[src/rtl/rtc_digit_buffer.sv]
// Frame-synchronised digit register bank for the clock screen.
// BCD bytes from the RTC controller are collected in shadow registers.
// A complete set is copied to the display registers at the start of vsync.
// Optional macro RTC_BCD_CHECK_EN rejects non-BCD data and drives a sticky err flag.
// Address map: 0 SS, 1 MM, 2 HH, 3 DAY, 4 MES, 5 YEAR, 6 SS_T, 7 MM_T, 8 HH_T, 9 CTRL.
module rtc_digit_buffer #(
  parameter logic        VSYNC_ACT = 1'b0,
  parameter int unsigned NUM_REGS  = 10
) (
  input  logic       clk,
  input  logic       reset,
  input  logic       wr_en,
  input  logic [3:0] wr_addr,
  input  logic [7:0] wr_data,
  input  logic       wr_last,
  output logic       wr_ready,
  input  logic       vsync,
  output logic [3:0] digit0_HH,
  output logic [3:0] digit1_HH,
  output logic [3:0] digit0_MM,
  output logic [3:0] digit1_MM,
  output logic [3:0] digit0_SS,
  output logic [3:0] digit1_SS,
  output logic [3:0] digit0_DAY,
  output logic [3:0] digit1_DAY,
  output logic [3:0] digit0_MES,
  output logic [3:0] digit1_MES,
  output logic [3:0] digit0_YEAR,
  output logic [3:0] digit1_YEAR,
  output logic [3:0] digit0_HH_T,
  output logic [3:0] digit1_HH_T,
  output logic [3:0] digit0_MM_T,
  output logic [3:0] digit1_MM_T,
  output logic [3:0] digit0_SS_T,
  output logic [3:0] digit1_SS_T,
  output logic       AM_PM,
  output logic [2:0] dia_semana,
  output logic       pending,
  output logic       err
);

  localparam int unsigned NumData = 9;
  localparam logic [3:0]  CtrlAddr = 4'd9;

  // Data bytes 0-8; CTRL keeps only its meaningful fields
  logic [7:0] sh_data [NumData];
  logic       sh_am;
  logic [2:0] sh_dow;
  logic [7:0] dp_data [NumData];
  logic       dp_am;
  logic [2:0] dp_dow;

  logic vs_prev;
  logic pend;
  logic ready_en;
  logic accept;
  logic addr_ok;
  logic bad;
  logic vs_start;
  logic commit;

  // Handshake and frame-start detection
  assign wr_ready = ready_en & ~pend;
  assign accept   = wr_en & wr_ready;
  assign addr_ok  = (32'(wr_addr) < NUM_REGS) && (wr_addr <= CtrlAddr);
  assign vs_start = (vsync == VSYNC_ACT) && (vs_prev != VSYNC_ACT);
  assign commit   = vs_start & pend;

`ifdef RTC_BCD_CHECK_EN
  logic err_q;

  // Classify the incoming byte as BCD-legal for its destination
  always_comb begin
    bad = 1'b0;
    if (wr_addr == CtrlAddr) begin
      bad = (wr_data[6:4] == 3'd7) || (wr_data[3:1] != 3'd0) || wr_data[7];
    end else begin
      bad = (wr_data[7:4] > 4'd9) || (wr_data[3:0] > 4'd9);
    end
  end

  // Sticky error: only reset clears it
  always_ff @(posedge clk) begin
    if (!reset) begin
      err_q <= 1'b0;
    end else if (accept && addr_ok && bad) begin
      err_q <= 1'b1;
    end
  end

  assign err = err_q;
`else
  assign bad = 1'b0;
  assign err = 1'b0;
`endif

  // Shadow registers collect the set being written
  always_ff @(posedge clk) begin
    if (!reset) begin
      for (int i = 0; i < NumData; i++) begin
        sh_data[i] <= 8'h00;
      end
      sh_am  <= 1'b0;
      sh_dow <= 3'd0;
    end else if (accept && addr_ok && !bad) begin
      if (wr_addr == CtrlAddr) begin
        sh_am  <= wr_data[0];
        sh_dow <= wr_data[6:4];
      end else begin
        sh_data[wr_addr] <= wr_data;
      end
    end
  end

  // Set tracking; accept needs !pend and commit needs pend, so they never collide
  always_ff @(posedge clk) begin
    if (!reset) begin
      vs_prev  <= ~VSYNC_ACT;
      pend     <= 1'b0;
      ready_en <= 1'b0;
    end else begin
      vs_prev  <= vsync;
      ready_en <= 1'b1;
      if (accept && wr_last) begin
        pend <= 1'b1;
      end else if (commit) begin
        pend <= 1'b0;
      end
    end
  end

  // Display registers load the whole set at once on a frame start
  always_ff @(posedge clk) begin
    if (!reset) begin
      for (int i = 0; i < NumData; i++) begin
        dp_data[i] <= 8'h00;
      end
      dp_am  <= 1'b0;
      dp_dow <= 3'd0;
    end else if (commit) begin
      for (int i = 0; i < NumData; i++) begin
        dp_data[i] <= sh_data[i];
      end
      dp_am  <= sh_am;
      dp_dow <= sh_dow;
    end
  end

  assign pending = pend;

  assign {digit1_SS, digit0_SS}     = dp_data[0];
  assign {digit1_MM, digit0_MM}     = dp_data[1];
  assign {digit1_HH, digit0_HH}     = dp_data[2];
  assign {digit1_DAY, digit0_DAY}   = dp_data[3];
  assign {digit1_MES, digit0_MES}   = dp_data[4];
  assign {digit1_YEAR, digit0_YEAR} = dp_data[5];
  assign {digit1_SS_T, digit0_SS_T} = dp_data[6];
  assign {digit1_MM_T, digit0_MM_T} = dp_data[7];
  assign {digit1_HH_T, digit0_HH_T} = dp_data[8];
  assign AM_PM                      = dp_am;
  assign dia_semana                 = dp_dow;

endmodule
[config.mk]
export PLATFORM = sky130hd
export DESIGN_NAME = rtc_digit_buffer
export DESIGN_NICKNAME = d
export VERILOG_FILES = /design/src/rtl/rtc_digit_buffer.sv
export SDC_FILE = /design/constraint.sdc
export NUM_CORES = 1
export LEC_CHECK = 0
export ABC_AREA = 1
export BUFFER_PORTS_ARGS = -buffer_cell sky130_fd_sc_hd__clkbuf_2
export CORE_MARGIN = 2
export CORE_UTILIZATION = 30
export DETAILED_ROUTE_END_ITERATION = 10
export PLACE_DENSITY = 0.47
export SLEW_MARGIN = 20
export SYNTH_ARGS = -nofsm -noshare
export SYNTH_HDL_FRONTEND = slang
export SYNTH_SLANG_ARGS = --single-unit
[constraint.sdc]
create_clock -name clk -period 4.1 [get_ports clk]
set_clock_uncertainty 0.05 [all_clocks]
set_input_delay 0.615 -clock clk [delete_from_list [all_inputs] [get_ports clk]]
set_output_delay 0.615 -clock clk [all_outputs]
set_load 0.005 [all_outputs]
Word level (Yosys, flattened, before mapping) --
Memory sizes are Yosys's and may differ from the RTL's. Cells that the tools add are included.
Word-level totals: memories kept 2, register bits after elaboration 11, output and inout port bits 79, bits in writable memories 144, input port bits 17
Cells by class: $lt $le $gt $ge 2, equal/unequal tests 1, multiplexer cells 23, reductions and logical operators 7, bitwise gates (word level) 14
Memories:
- dp_data | words 9, bits a word 8, rd ports 9, clocked after memory_dff 0, wr ports 9, line 49 | logic [7:0] dp_data [NumData];
- sh_data | words 9, bits a word 8, rd ports 9, clocked after memory_dff 0, wr ports 9, line 46 | logic [7:0] sh_data [NumData];
Operator list (count):
- $mux W8 | 10
- $mux W1 | 12
- $or A1 B1 Y1 | 9
- $reduce_or A8 Y1 | 1
- $eq A4 B4 Y1 const B | 1
- $le A4 B4 Y1 const B | 1
- $logic_and A1 B1 Y1 | 4
- $lt A4 B4 Y1 const B | 1
- $mux W4 | 1
- $and A1 B1 Y1 | 3
- $not A1 Y1 | 2
- $reduce_and A2 Y1 | 1
- $reduce_bool A2 Y1 | 1

Logic depth before layout (Yosys ltp) --
depth in word-level cells 9, depth in mapped cells 7, mapped depth without buffers 7

Least setup slack after synthesis --
OpenSTA, ideal clock, no wires.
path type input port to flip-flop, start input port reset, end memory dp_data[0][0] (enable), arrival time 2.382 ns, setup slack 0.921 ns, buffers on the path 3, stages on the path 4, data required time 3.303 ns, cell sequence buf_6 -> buf_2 -> buf_2 -> nand2_1
RTL lines:
- from (decl) | line 11 | input logic reset,
- to (decl) | line 49

==> out/metrics.csv <==
stage,metric,value,unit
sta,setup_violations,0,
synthesis,synth_nets,496,
sta,period_minus_slack,1899,ps
synthesis,yosysTopAreaCell,edfxtp_1,
power,pwr_density_cell,488.0,nW/um^2
sta,rsz0062_at_grt,no,
global_route,antenna_found_initial,0,
detailed_routing,post_drt_wl_per_cell,14.23,um
critical_path,r2r_start,pending,
worst_hold_path,worstHoldStart,vsync,
power,ir_drop,0.0002946,V
sta,worst_slew_pin_slew,968.0,ps
floorplan,die_w,145.2,um
critical_path,worst_setup_path_start_kind,flop,
synthesis,yosys-top-cells-area,"edfxtp_1 (72%), nor2_1 (10%), inv_1 (5.3%)",
cells_and_area,insertedDiodeCount,0,
critical_path,r2r_slack,2200,ps
cts,ctsRootBufferMaster,clkbuf_16,
worst_hold_path,worstHoldPathCells,3,
floorplan,fp-row-count,51,
cts,cts-buffers-inserted,17,
synthesis,synth-adder-area-share,0,%
detailed_routing,drt_iter0_markers,318,
cells_and_area,area_growth,23.54,%
job,maxCapViolations,0,
synthesis,synth_cell_type_count,25,
power,total_power,3.608,mW
floorplan,coreArea,19530,um^2
floorplan,ios,96,
detailed_routing,remaining_drc_errors,0,
cts,cts_max_level,4,
power,power.leakage,3.109,nW
detailed_routing,drtPass1Iterations,4,
cts,cts.sinks,155,
floorplan,initial_core_util,30.65,%
worst_hold_path,hold_end,vs_prev,
floorplan,die_h,145.2,um
sta,finalHoldViolations,0,
placed_design,gp_routability_congestion,0.7826,
detailed_routing,vias,3514,
sta,max_freq,526.6,MHz
detailed_routing,wirelength,12.24,mm
critical_path,required,4100,ps
floorplan,dieArea,21090,um^2
global_route,track_usage,11.90,%
critical_path,worstRegToRegCells,2,
global_route,overflow,0,
synthesis,ys_warn_count,0,
critical_path,worstSetupPathType,reg -> reg,
sta,setup-tns-final,0,ps
critical_path,end_kind,flop,
cts,cts-hold-fix-buffers,0,
cells_and_area,drive_above_1_share,24.54,%
global_route,grt_pass1_vias,3576,
worst_hold_path,holdCritPathClass,in -> reg,
cts,cts_resized,0,
synthesis,synth_compound_area_share,0.4181,%
synthesis,synthSimpleGateAreaFrac,16.56,%
detailed_routing,via_per_inst,4.086,
critical_path,cp_max_fo,72,
synthesis,synth-xor-area-share,0,%
sta,drv_slew,0,
cells_and_area,nets,599,
synthesis,seq_area_frac_synth,75.94,%
cts,cts_setup_buffers,0,
synthesis,yosys.area.top_type_share,72.26,%
synthesis,synth_top_family_by_area,simple AND/OR/NAND/NOR gates,
synthesis,syn_area_per_cell,12.49,um^2
cts,clkTransAtPathRegs,60,ps
cts,clk_path_buf_depth,2,
placed_design,port_buffers,94,
synthesis,ys_ff_latch,155,
synthesis,synthCells,479,
synthesis,muxShareOfSynthArea,0,%
outcome,status,"finished, final reports clean",
detailed_routing,ant_nets,0,
placed_design,place.detailed.hpwl,7.866,mm
cts,cts_tree,yes,
sta,max_slew_margin,35.47,%
global_route,grt_max_degree,77,
global_route,grt_first_pass_wirelength,18.79,mm
critical_path,worstPathArrival,1900,ps
critical_path,rr_endpoint,dp_data[0][71],
synthesis,netlist_area,5984,um^2
sta,period_share,46.32,%
cts,clock_latency,430,ps
## layout by cell type, fill, tap and decap left out, drive strengths merged
master	n
edfxtp	144
o21ai	4
inv	88
nor2	165
buf	2
conb	1
nor3	2
nand2	30
dfxtp	11
nand4	8
a21oi	1
clkbuf	121
nand3	7
clkinv	11
## synthesized netlist by cell type (all sizes together)
| master | number |
|---|---|
| clkbuf | 3 |
| nand3 | 7 |
| nand2 | 30 |
| clkinv | 8 |
| conb | 1 |
| nor2 | 165 |
| o21ai | 4 |
| nand4 | 8 |
| edfxtp | 144 |
| inv | 86 |
| nor3 | 2 |
| buf | 9 |
| dfxtp | 11 |
| a21oi | 1 |
## report_power, final
part           switching [mW]  internal [mW]
sequential             0.0202           1.79
clock                   0.608           1.04
combinational           0.108         0.0409
## critical path, stage by stage, from the launching register on
cell and delay (ps):
dfxtp_1 420, nand3_1 250, nand2_4 750
## per-stage QoR
step                setup slack, ps  utilization, %  hold WS, ps  cell area [um^2]  std cells
global placement               1879           34.53        424.7              6741        828
global route                   2021           37.86        364.8              7393        860
floorplan                     921.0               -        393.4              5984        479
finish                         2201           37.86        365.1              7393        860
detailed placement             1809           34.53        425.0              6741        828
CTS                            2149           37.86        340.7              7393        860
## area by class of cell
| class | count | area [um^2] |
|---|---|---|
| inverters | 94 | 352.8 |
| well taps | 265 | 331.6 |
| fillers | 1935 | 12130 |
| repair buffers | 96 | 485.5 |
| clock buffers | 27 | 620.6 |
| multi-input cells | 218 | 1027 |
| clock inverters | 5 | 31.28 |
| flip-flops and latches | 155 | 4544 |
## cell families (layout without fill, tap and decap cells)
group,after synthesis,after routing
buf+inv,106,222
simple gates,212,212
other cells,1,1
flops,155,155
compound gates,5,5
## state kept, by name, indices dropped and copies added (netlist names)
signal,cells
sh_data,72
vs_prev,1
sh_dow,3
pending,1
dp_data,72
sh_am,1
AM_PM,1
ready_en,1
dia_semana,3
## metal layers
metal	up-vias	share of wire, %	track usage, %
met5	-	0	0
met4	0	0.83	4.167
met3	8	4.5	4.654
met2	85	47	18.34
met1	1689	48	15.31
li1	1732	-	-
## worst max path at each step
stage	startpoint	endpoint	slack, ps	cells past startpoint
3_3_place_gp	vsync	dp_data[0][35]	1880	4
6_report	pending	dp_data[0][71]	2200	2
3_5_place_dp	vsync	dp_data[0][19]	1810	4
2_1_floorplan	reset	dp_data[0][0]	920	4
4_1_cts	pending	dp_data[0][22]	2150	2
5_1_grt	pending	dp_data[0][29]	2020	2
Note: power is estimated with default switching activity, not from simulation.
